## src/rtl/rv32i_types.sv

```systemverilog
// Shared RV32I type definitions: word/register aliases, opcodes and
// the stage-register payload structs used by ID/EX and EX/MEM.
package rv32i_types;

  localparam int unsigned XLEN      = 32;
  localparam int unsigned REG_IDX_W = 5;
  localparam int unsigned OPCODE_W  = 7;
  localparam int unsigned FUNCT3_W  = 3;

  typedef logic [XLEN-1:0]      rv32i_word;
  typedef logic [REG_IDX_W-1:0] rv32i_reg;

  typedef enum logic [OPCODE_W-1:0] {
    OP_LUI    = 7'b0110111,
    OP_AUIPC  = 7'b0010111,
    OP_JAL    = 7'b1101111,
    OP_JALR   = 7'b1100111,
    OP_BRANCH = 7'b1100011,
    OP_LOAD   = 7'b0000011,
    OP_STORE  = 7'b0100011,
    OP_IMM    = 7'b0010011,
    OP_REG    = 7'b0110011
  } rv32i_opcode;

  // Opcode is kept as raw bits so undecoded encodings pass through untouched.
  typedef struct packed {
    logic                valid;
    logic                load_reg;
    logic                mem_read;
    logic [OPCODE_W-1:0] opcode;
    logic [FUNCT3_W-1:0] funct3;
    rv32i_reg            rd;
    rv32i_reg            rs1;
    rv32i_reg            rs2;
  } idex_ctrl_t;

  typedef struct packed {
    rv32i_word pc;
    rv32i_word rs1_data;
    rv32i_word rs2_data;
    rv32i_word imm;
  } idex_data_t;

endpackage

```

## src/rtl/load_use_detector.sv

```systemverilog
// Flags a consumer in ID that reads the destination of a load sitting one
// stage ahead; x0 destinations never count.
module load_use_detector
  import rv32i_types::*;
(
  input  logic     id_valid,
  input  rv32i_reg id_rs1,
  input  rv32i_reg id_rs2,
  input  logic     id_uses_rs1,
  input  logic     id_uses_rs2,
  input  logic     ex_valid,
  input  logic     ex_mem_read,
  input  rv32i_reg ex_rd,
  output logic     haz_c
);

  logic rs1_match_c;
  logic rs2_match_c;
  logic producer_c;

  always_comb begin
    rs1_match_c = id_uses_rs1 && (id_rs1 == ex_rd);
    rs2_match_c = id_uses_rs2 && (id_rs2 == ex_rd);
    producer_c  = ex_valid && ex_mem_read && (ex_rd != '0);
    haz_c       = id_valid && producer_c && (rs1_match_c || rs2_match_c);
  end

endmodule

```

## src/rtl/idex_stage_reg.sv

```systemverilog
// ID/EX pipeline register with load-use bubble injection, flush squashing
// and saturating bubble/flush performance counters.
module idex_stage_reg
  import rv32i_types::*;
#(
  parameter int unsigned CNT_WIDTH = 32
) (
  input  logic                 clk,
  input  logic                 rst,
  input  logic                 stall_global,
  input  logic                 flush,
  input  logic                 id_valid,
  input  rv32i_word            id_pc,
  input  rv32i_word            id_rs1_data,
  input  rv32i_word            id_rs2_data,
  input  rv32i_word            id_imm,
  input  rv32i_reg             id_rs1,
  input  rv32i_reg             id_rs2,
  input  rv32i_reg             id_rd,
  input  logic                 id_uses_rs1,
  input  logic                 id_uses_rs2,
  input  logic [OPCODE_W-1:0]  id_opcode,
  input  logic [FUNCT3_W-1:0]  id_funct3,
  input  logic                 id_load_reg,
  input  logic                 id_mem_read,
  output logic                 hazard_stall,
  output logic                 idex_valid,
  output logic                 idex_load_reg,
  output logic                 idex_mem_read,
  output rv32i_word            idex_pc,
  output rv32i_word            idex_rs1_data,
  output rv32i_word            idex_rs2_data,
  output rv32i_word            idex_imm,
  output rv32i_reg             idex_rs1,
  output rv32i_reg             idex_rs2,
  output rv32i_reg             idex_rd,
  output logic [OPCODE_W-1:0]  idex_opcode,
  output logic [FUNCT3_W-1:0]  idex_funct3,
  output logic [CNT_WIDTH-1:0] bubble_count,
  output logic [CNT_WIDTH-1:0] flush_count
);

  idex_ctrl_t            ctrl_q,   ctrl_d;
  idex_data_t            data_q,   data_d;
  logic [CNT_WIDTH-1:0]  bubble_q, bubble_d;
  logic [CNT_WIDTH-1:0]  flush_q,  flush_d;
  logic                  haz_c;

  function automatic logic [CNT_WIDTH-1:0] sat_inc(input logic [CNT_WIDTH-1:0] v);
    return (&v) ? v : v + CNT_WIDTH'(1);
  endfunction

  load_use_detector u_load_use_detector (
    .id_valid    (id_valid),
    .id_rs1      (id_rs1),
    .id_rs2      (id_rs2),
    .id_uses_rs1 (id_uses_rs1),
    .id_uses_rs2 (id_uses_rs2),
    .ex_valid    (ctrl_q.valid),
    .ex_mem_read (ctrl_q.mem_read),
    .ex_rd       (ctrl_q.rd),
    .haz_c       (haz_c)
  );

  // A flush squashes the consumer anyway, so it must not also freeze IF/ID.
  assign hazard_stall = haz_c && !flush;

  // Next-state selection: global stall > flush > load-use bubble > capture.
  always_comb begin
    ctrl_d   = ctrl_q;
    data_d   = data_q;
    bubble_d = bubble_q;
    flush_d  = flush_q;
    if (!stall_global) begin
      if (flush) begin
        ctrl_d  = '0;
        data_d  = '0;
        flush_d = sat_inc(flush_q);
      end else if (haz_c) begin
        ctrl_d   = '0;
        data_d   = '0;
        bubble_d = sat_inc(bubble_q);
      end else begin
        ctrl_d.valid    = id_valid;
        ctrl_d.load_reg = id_valid && id_load_reg;
        ctrl_d.mem_read = id_valid && id_mem_read;
        ctrl_d.opcode   = id_opcode;
        ctrl_d.funct3   = id_funct3;
        ctrl_d.rd       = id_rd;
        ctrl_d.rs1      = id_rs1;
        ctrl_d.rs2      = id_rs2;
        data_d.pc       = id_pc;
        data_d.rs1_data = id_rs1_data;
        data_d.rs2_data = id_rs2_data;
        data_d.imm      = id_imm;
      end
    end
  end

  always_ff @(posedge clk or negedge rst) begin
    if (!rst) begin
      ctrl_q   <= '0;
      data_q   <= '0;
      bubble_q <= '0;
      flush_q  <= '0;
    end else begin
      ctrl_q   <= ctrl_d;
      data_q   <= data_d;
      bubble_q <= bubble_d;
      flush_q  <= flush_d;
    end
  end

  assign idex_valid    = ctrl_q.valid;
  assign idex_load_reg = ctrl_q.load_reg;
  assign idex_mem_read = ctrl_q.mem_read;
  assign idex_opcode   = ctrl_q.opcode;
  assign idex_funct3   = ctrl_q.funct3;
  assign idex_rd       = ctrl_q.rd;
  assign idex_rs1      = ctrl_q.rs1;
  assign idex_rs2      = ctrl_q.rs2;
  assign idex_pc       = data_q.pc;
  assign idex_rs1_data = data_q.rs1_data;
  assign idex_rs2_data = data_q.rs2_data;
  assign idex_imm      = data_q.imm;
  assign bubble_count  = bubble_q;
  assign flush_count   = flush_q;

endmodule

```

## config.mk

```make
export PLATFORM = sky130hd
export DESIGN_NAME = idex_stage_reg
export DESIGN_NICKNAME = d
export VERILOG_FILES = /design/src/rtl/rv32i_types.sv /design/src/rtl/load_use_detector.sv /design/src/rtl/idex_stage_reg.sv
export SDC_FILE = /design/constraint.sdc
export NUM_CORES = 1
export LEC_CHECK = 0
export CORE_ASPECT_RATIO = 0.5
export CORE_MARGIN = 2
export CORE_UTILIZATION = 45
export CTS_BUF_LIST = sky130_fd_sc_hd__clkbuf_16
export DETAILED_ROUTE_END_ITERATION = 8
export GPL_TIMING_DRIVEN = 0
export PLACE_DENSITY = 0.89
export SYNTH_ARGS = -nofsm -noshare
export SYNTH_HDL_FRONTEND = slang
export SYNTH_SLANG_ARGS = --single-unit
```

## constraint.sdc

```tcl
create_clock -name clk -period 3.9 [get_ports clk]
set_input_delay 0.39 -clock clk [delete_from_list [all_inputs] [get_ports clk]]
set_output_delay 0.39 -clock clk [all_outputs]
set_load 0.02 [all_outputs]
```

==> results of run 1 <==
==> final timing paths <==
path / slack [ps] / cells past startpoint / from / end
max in group asynchronous: 2900 / 2 / rst / bubble_count[30]
setup reg to reg: 1640 / 6 / idex_rd[1] / bubble_count[1]
setup / recovery: 750 / 6 / idex_rd[0] / hazard_stall
min in group clk: 380 / 4 / stall_global / bubble_count[2]
hold reg to reg: 490 / 1 / bubble_count[25] / bubble_count[25]
hold / removal: 20 / 1 / rst / idex_imm[0]
==> cell families (layout without fill, tap and decap cells) <==
kind of cell	after synthesis	in the layout	synth area share, %
DFF	220	220	63.26
and+or+nand+nor	148	148	9.288
muxes	3	3	0.3738
buffers and inverters	45	463	3.350
AOI/OAI and AO/OA	162	162	16.29
xor gates and xnor gates	71	71	7.146
adders and majority gates	2	2	0.2875
==> per-layer routing <==
| layer | wire, um | GRT usage, % |
|---|---|---|
| met4 | 697 | 7.123 |
| met3 | 1458 | 5.389 |
| met5 | 0 | 0 |
| met2 | 14160 | 47.97 |
| met1 | 11580 | 34.65 |
==> report_power, final <==
part	internal, mW	switching, mW	leakage, nW
clock network	1.18	0.841	0.342
registers	2.43	0.126	2.90
logic	0.549	0.490	2.74
total	4.16	1.46	5.97
==> metrics by stage <==
stage	setup TNS (ps)	setup slack [ps]
floorplan	0	1836
global placement	-1383210	-6302
detailed placement	0	755.0
CTS	0	680.5
global route	0	552.5
finish	0	749.4
==> layout make-up <==
| cell class | count | share of cell area (%) |
|---|---|---|
| flip-flops and latches | 220 | 40.65 |
| repair buffers | 382 | 28.40 |
| multi-input cells | 386 | 21.45 |
| clock buffers | 21 | 3.880 |
| well taps | 259 | 2.393 |
| plain buffers | 39 | 1.986 |
| clock inverters | 15 | 1.081 |
| inverters | 6 | 0.1663 |
==> synth_stat cells, types with 3 or more instances <==
cell / number
dfrtp_1: 220
a22o_1: 154
xnor2_1: 45
nand3_1: 33
xor2_1: 26
nand2_1: 25
nor2_1: 25
nand4_1: 21
clkbuf_1: 18
buf_6: 15
nor3_1: 15
and3_1: 8
inv_1: 6
buf_2: 5
nor4_1: 4
nor2b_1: 3
==> results.md, run 1 <==
* Fillers at 1,277
* Syn Inst Count at 651
* Pwr/cell area at 414.7 nW/um^2
* CP most frequent cell: nor2b_1
* Slew margin rel. at 37.21%
* P&R area growth vs syn at 55.64%
* Largest cells by area after synthesis: dfrtp_1 63%, a22o_1 15%, xnor2_1 4.5%
* Unrepaired setup endpoints after global routing: no
* Ys async rst share at 100.0%
* Top cell type's share of synthesized area at 63.26%
* DRC viols at 0
* Gr ovfl total at 0
* Seq/Total Area, Yosys at 63.26%
* Register bit total from synthesis at 220
* CP Cell Sequence: xnor2_1 -> nand4_1 -> o22ai_1 -> nor2b_1 -> nor2b_1 -> clkdlybuf4s50_1
* Setup Fix Bufs, Post-CTS at 0
* Clk slew on worst S/H paths at 70 ps
* Syn Area/Cell at 13.37 um^2
* Max rail drop VDD at 244.8 uV
* Initial DRT Pass Iterations at 4
* Tmin final at 3151 ps
* Final ANT Viol Nets at 0
* Initial core utilization at 46.65%
* Slowest stage delay, CP at 640 ps
* CTS Sinks at 220
* Vias/cell at 5.380
* Commonest non-fill, non-tap cell in the layout: clkdlybuf4s50_1
* Layout Nets at 1,219
* Total of max-cap violations at 0
* Worst EP required at 3510 ps
* CTS tree: built
* DR vias at 7,145
* Clock Skews at 12.27 ps
* Root buf cell: clkbuf_16
* # IOs at 383
* Drt initial violations at 400
* Finished Cell Area at 13,540 um^2
* Crit path capture type: primary output
* Die area at 20,530 um^2
* Final core occ at 72.60%
* Status: finished clean
* H-Tree Depth at 1
* Total track usage at 27.03%
* Clk_lat worst skew at 490 ps
* Total power at 5.617 mW
* Drt total wl at 27,900 um
* Hold/Removal Path Class: in -> async
* Crit Path Class: reg -> out
* Layout cells sized above 1 at 5.706%
* Initial antenna violation count at 0
* Port buffer count at 381
* First-pass GRT wire length at 43,060 um
* Hold-fix buffers, CTS at 0
* LEAKAGE at 5.974 nW
* Top delay family on crit path: buffers and inverters
* Post-Syn Nets at 815
* Placed insts at 1,292
* Slew @ Worst Pin at 941.9 ps
* Area leader, netlist: dfrtp_1
* Vias in the first global route at 7,341
* Top achievable clock speed at 317.4 MHz
* Wire per inst at 21.01 um
* CTS Buf Count at 20
* Post-CTS sizing at 0
* Hold Slack at 16.30 ps
* Multi-input gate area at 2905 um^2
* Cell area after synthesis at 8702 um^2
* Final hold vios at 0
* DP Area at 12,870 um^2
* # setup viols final at 0
* Arrival @ worst endpoint at 2760 ps
* Most frequent cells in the layout: 380 x clkdlybuf4s50_1, 220 x dfrtp_1, 154 x a22o_1, 45 x xnor2_1, 33 x nand3_1
* Crit Path Max Fanout at 5
* Max Slew Vio Count at 0
* Main synth FF type: dfrtp_1
* Critical path's slowest cell: clkdlybuf4s50_1
* Non-Filler Instances at 1,328
* Ant. Diodes at 0
* Die W at 200.7 um
* Gp weighted congestion at 0.9538
* Register area at 5505 um^2
* CTS max path bufs at 3
* Yosys warns at 0
* Worst setup SP type: flop
* Core Box Area at 18,660 um^2
* Largest net degree at the start of global routing at 129
* Die H at 102.3 um
* Yosys cell types at 38
* Fin crit share at 80.79%
* Post-synth EDFFs at 0
* Hpwl dp at 21,160 um
* Rows at 35
* Buffers plus inverters on the worst setup path at 1
(Power assumes the default switching activity.)
==> run 2: changes to the inputs <==
Settings changed: CORE_UTILIZATION 45 to 38, PLACE_DENSITY 0.89 to 0.81.
Clock period 3.9 ns to 2.7 ns, I/O delays scaled along.
==> results.md, run 2 (synthesized netlist as in run 1, its figures left out) <==
* Crit Path Class: reg -> out
* Final ANT Viol Nets at 0 (unchanged)
* Gp weighted congestion at 0.9473 (-0.68%)
* Gr ovfl total at 0 (unchanged)
* Drt initial violations at 339 (-15%)
* Total negative slack at 0 ps (unchanged)
* Rows at 39 (+11%)
* Crit Path Max Fanout at 5 (unchanged)
* Total track usage at 23.55% (-3.5 points)
* Initial core utilization at 38.43% (-8.2 points)
* Arrival @ worst endpoint at 2190 ps (-570 ps)
* # setup viols final at 0 (unchanged)
* GR Layer Usage met1 at 30.04% (-4.6 points)
* Total of max-cap violations at 0 (unchanged)
* Met3 Use GR at 4.883% (-0.51 points)
* Worst setup SP type: flop
* Port buffer count at 381 (unchanged)
* Pre-CTS setup slack at -198.8 ps (-953.8 ps)
* Fillers at 1,812 (+42%)
* Die H at 111.0 um (+8.5%)
* DRC viols at 0 (unchanged)
* Slew @ Worst Pin at 858.2 ps (-83.69 ps)
* Tmin final at 2461 ps
* Clock Skews at 14.28 ps (+2.005 ps)
* Slew margin rel. at 42.79% (+5.6 points)
* Worst Hold Depth at 4
* Vias/cell at 5.175 (-3.8%)
* Unrepaired setup endpoints after global routing: no
* Root buf cell: clkbuf_16
* Layout cells sized above 1 at 5.421% (-0.29 points)
* Commonest non-fill, non-tap cell in the layout: clkdlybuf4s50_1
* Top achievable clock speed at 406.3 MHz
* Register area at 5505 um^2 (unchanged)
* Non-Filler Instances at 1,378 (+3.8%)
* Hold/Removal Path Class: in -> reg
* Finished Cell Area at 13,570 um^2 (+0.19%)
* Max Slew Vio Count at 0 (unchanged)
* CTS Buf Count at 21 (+5.0%)
* Multi-input gate area at 2922 um^2 (+0.56%)
* DR vias at 7,131 (-0.20%)
* Total power at 7.991 mW (+42%)
* Initial DRT Pass Iterations at 5 (+1)
* CTS tree: built
* Final core occ at 59.94% (-13 points)
* P&R area growth vs syn at 55.95%
* CTS Sinks at 220 (unchanged)
* # IOs at 383 (unchanged)
* LEAKAGE at 5.965 nW (-0.16%)
* Clk_lat worst skew at 510 ps (+20 ps)
* Max rail drop VDD at 523.9 uV (+110%)
* Met2 usage at 39.45% (-8.5 points)
* Largest net degree at the start of global routing at 114 (-12%)
* Initial antenna violation count at 1 (+1)
* GRT Max-Usage Layer: met2
* Layout Nets at 1,221 (+0.16%)
* CTS max path bufs at 3 (unchanged)
* Wire per inst at 20.85 um (-0.78%)
* H-Tree Depth at 1 (unchanged)
* Hold Slack at 264.9 ps (+248.6 ps)
* Reg2Reg Depth at 6 (unchanged)
* Fin crit share at 91.15%
* First-pass GRT wire length at 44,430 um (+3.2%)
* Die area at 24,200 um^2 (+18%)
* Status: finished clean
* Hpwl dp at 21,690 um (+2.5%)
* DP Area at 12,930 um^2 (+0.47%)
* Setup ws final at 238.8 ps (-510.6 ps)
* Final hold vios at 0 (unchanged)
* Worst EP required at 2430 ps (-1080 ps)
* Crit path capture type: primary output
* Die W at 218.0 um (+8.6%)
* Most frequent cells in the layout: 379 x clkdlybuf4s50_1, 220 x dfrtp_1, 154 x a22o_1, 45 x xnor2_1, 33 x nand3_1
* Vias in the first global route at 7,493 (+2.1%)
* Pwr/cell area at 588.9 nW/um^2 (+42%)
* Clk slew on worst S/H paths at 70 ps (about the same)
* Core Box Area at 22,640 um^2 (+21%)
* Placed insts at 1,340 (+3.7%)
* Drt total wl at 28,730 um (+3.0%)
[run 2: cell count changes in the layout (fill, tap and decap cells not counted), sizes merged]
cell and change:
bufinv -2, clkinv -4, clkbuf +1, diode +1, inv +6, dlygate4sd3 +1, clkdlybuf4s50 -1
[run 2: timing repair]
item | in CTS | in global routing
hold buffers | 1 | 0
buffers inserted | 0 | 0
setup endpoints to repair | 1 | 1
pin swaps | 0 | 0
gates resized for setup | 3 | 3
endpoints found under the hold margin | 112 | 0
[run 2: final cells by class]
| type | instances | area share, % |
|---|---|---|
| antenna | 1 | 0.01844 |
| buffer | 39 | 1.982 |
| clock buffer | 21 | 3.872 |
| clock inverter | 15 | 0.6546 |
| inverter | 6 | 0.1660 |
| multi-input combinational | 386 | 21.53 |
| sequential | 220 | 40.57 |
| tap | 307 | 2.831 |
| timing repair buffer | 383 | 28.38 |
[run 2: worst max-delay path, stage by stage (launching register included)]
cell	delay [ps]
dfrtp_1	450
or4_1	600
o2111ai_2	240
nor2b_2	90
nor2b_1	140
clkbuf_2	170
[run 2: routing by layer]
layer	share of wire (%)	vias to the layer above
met1	41	3632
met3	5.4	71
li1	-	3226
met4	4.1	0
met2	49	202
met5	0	-
[run 2: report_power, final]
group	switching [mW]	internal, mW
logic	0.716	0.795
registers	0.173	3.52
clock network	1.29	1.50
[run 2: final timing paths]
| check | startpoint | to | slack [ps] |
|---|---|---|---|
| max | idex_rd[1] | hazard_stall | 240 |
| min | stall_global | bubble_count[2] | 260 |
| max reg2reg | idex_rd[1] | bubble_count[1] | 430 |
| min reg2reg | bubble_count[25] | bubble_count[25] | 490 |
| max in group asynchronous | rst | bubble_count[4] | 1200 |
| min in group asynchronous | rst | idex_imm[5] | 450 |
==> run 3: changes to the inputs <==
Settings changed: GPL_ROUTABILITY_DRIVEN set to 0.
==> results.md, run 3 (synthesized netlist as in run 1, its figures left out) <==
* Initial antenna violation count at 0 (-1)
* Vias/cell at 5.180 (about the same)
* Hpwl dp at 21,170 um (-2.4%)
* Pwr/cell area at 593.3 nW/um^2 (+0.75%)
* Slew @ Worst Pin at 852.4 ps (-5.808 ps)
* Initial core utilization at 38.43% (unchanged)
* Clock Skews at 9.529 ps (-4.751 ps)
* # setup viols final at 0 (unchanged)
* Reg2Reg Depth at 6 (unchanged)
* Clk_lat worst skew at 510 ps (about the same)
* H-Tree Depth at 1 (unchanged)
* Wire per inst at 20.47 um (-1.8%)
* Largest net degree at the start of global routing at 116 (+1.8%)
* Setup ws final at 234.6 ps (-4.249 ps)
* Reg2reg start: idex_rd[1]
* CP Cell Sequence: or4_1 -> o2111ai_4 -> nor2b_2 -> nor2b_1 -> clkbuf_2
* CTS Sinks at 220 (unchanged)
* Die W at 218.0 um (unchanged)
* DR vias at 7,138 (+0.098%)
* Die area at 24,200 um^2 (unchanged)
* Max Slew Vio Count at 0 (unchanged)
* Core Box Area at 22,640 um^2 (unchanged)
* Finished Cell Area at 13,620 um^2 (+0.40%)
* Top achievable clock speed at 405.6 MHz (-0.17%)
* Root buf cell: clkbuf_16
* CTS tree: built
* Layout Nets at 1,222 (+0.082%)
* DP Area at 12,930 um^2 (unchanged)
* Slowest stage delay, CP at 610 ps (about the same)
* Die H at 111.0 um (unchanged)
* Gr ovfl total at 0 (unchanged)
* Fin crit share at 91.31% (+0.16 points)
* Final core occ at 60.17% (+0.24 points)
* Clk slew on worst S/H paths at 60 ps (about the same)
* Port buffer count at 381 (unchanged)
* Worst setup SP type: flop
* Worst Hold Path EP: bubble_count[2]
* P&R area growth vs syn at 56.56%
* Drt total wl at 28,210 um (-1.8%)
* Initial DRT Pass Iterations at 4 (-1)
* Slew margin rel. at 43.17% (+0.39 points)
* Worst EP required at 2430 ps (about the same)
* Arrival @ worst endpoint at 2200 ps (about the same)
* Tmin final at 2465 ps (+4.249 ps)
* Final ANT Viol Nets at 0 (unchanged)
* LEAKAGE at 5.982 nW (+0.28%)
* Ant. Diodes at 0 (-1)
* Worst reg2reg endpoint: bubble_count[1]
* Total track usage at 23.16% (-0.39 points)
* First-pass GRT wire length at 43,920 um (-1.2%)
* Crit Path Class: reg -> out
* Placed insts at 1,340 (unchanged)
* Non-Filler Instances at 1,378 (unchanged)
* Final hold vios at 0 (unchanged)
* Rows at 39 (unchanged)
* Vias in the first global route at 7,468 (-0.33%)
* Worst Hold Depth at 4 (unchanged)
* Crit path capture type: primary output
* R2R setup slack at 410 ps (-20 ps)
* Layout cells sized above 1 at 5.509% (+0.088 points)
* CTS Buf Count at 22 (+4.8%)
* Commonest non-fill, non-tap cell in the layout: clkdlybuf4s50_1
* Drt initial violations at 406 (+20%)
* Pre-CTS setup slack at -184.7 ps (+14.05 ps)
* Status: finished clean
* DRC viols at 0 (unchanged)
* Crit Path Max Fanout at 5 (unchanged)
* Total of max-cap violations at 0 (unchanged)
* Unrepaired setup endpoints after global routing: no
* # IOs at 383 (unchanged)
* Most frequent cells in the layout: 379 x clkdlybuf4s50_1, 220 x dfrtp_1, 154 x a22o_1, 45 x xnor2_1, 33 x nand3_1
* Critical path's slowest cell: or4_1
* Hold path start: stall_global
* Hold/Removal Path Class: in -> reg
* Max rail drop VDD at 316.6 uV (-40%)
* Setup Fix Bufs, Post-CTS at 0 (unchanged)
* CTS max path bufs at 3 (unchanged)
run 3: changes by cell type in the layout (fill, tap and decap cells not counted), sizes merged:
cell,delta
clkbuf,+2
clkinv,+1
diode,-1
inv,-2
run 3: worst max path at each step:
stage / from / to / cells after the start / slack [ps]
4_1_cts: idex_rd[1] / hazard_stall / 5 / 40
6_report: idex_rd[1] / hazard_stall / 5 / 230
5_1_grt: idex_rd[0] / hazard_stall / 6 / 110
3_3_place_gp: rst / idex_rs1_data[10] / 1 / -7510
3_5_place_dp: id_rs1[2] / hazard_stall / 7 / -180
2_1_floorplan: idex_rd[1] / bubble_count[1] / 6 / 640
run 3: metrics by stage:
stage,total power [mW],setup TNS [ps],hold slack [ps]
detailed placement,5.251,-184.7,402.4
floorplan,4.333,0,-25.59
global route,8.420,0,342.1
CTS,8.175,0,261.3
finish,8.083,0,271.9
global placement,5.218,-1649630,478.9
run 3: area by class of cell:
class	instances	area, um^2
clock inverter	14	83.83
clock buffer	23	575.6
inverter	6	22.52
multi-input combinational	386	2933
timing repair buffer	383	3851
fill	1797	9017
sequential	220	5505
tap	307	384.1
buffer	39	269.0
run 3: report_power, final:
group	total [mW]	leakage [nW]	internal, mW	switching [mW]
Sequential	3.69	2.90	3.52	0.173
Combinational	1.51	2.74	0.795	0.714
Clock	2.88	0.343	1.62	1.26
Total	8.08	5.98	5.93	2.15
run 3: timing repair:
action | CTS | global route
gates resized for setup | 3 | 4
hold endpoints to repair | 114 | 0
hold buffers | 1 | 0
gates cloned | 0 | 0
endpoints found under the setup margin | 1 | 1
run 3: worst max-delay path, delay by kind of cell (launching register included):
kind	cells	cell delay [ps]
flip-flops	1	450
AO/OA/AOI/OAI	1	250
AND/OR/NAND/NOR	3	830
buffers and inverters	1	170
run 3: per-layer routing:
metal  up-vias  share of wire (%)  global-route usage [%]
li1       3227                  -                       -
met1      3613                 42                   30.10
met2       218                 49                   38.71
met3        80                4.7                   3.978
met4         0                4.5                   9.116
met5         -                  0                       0
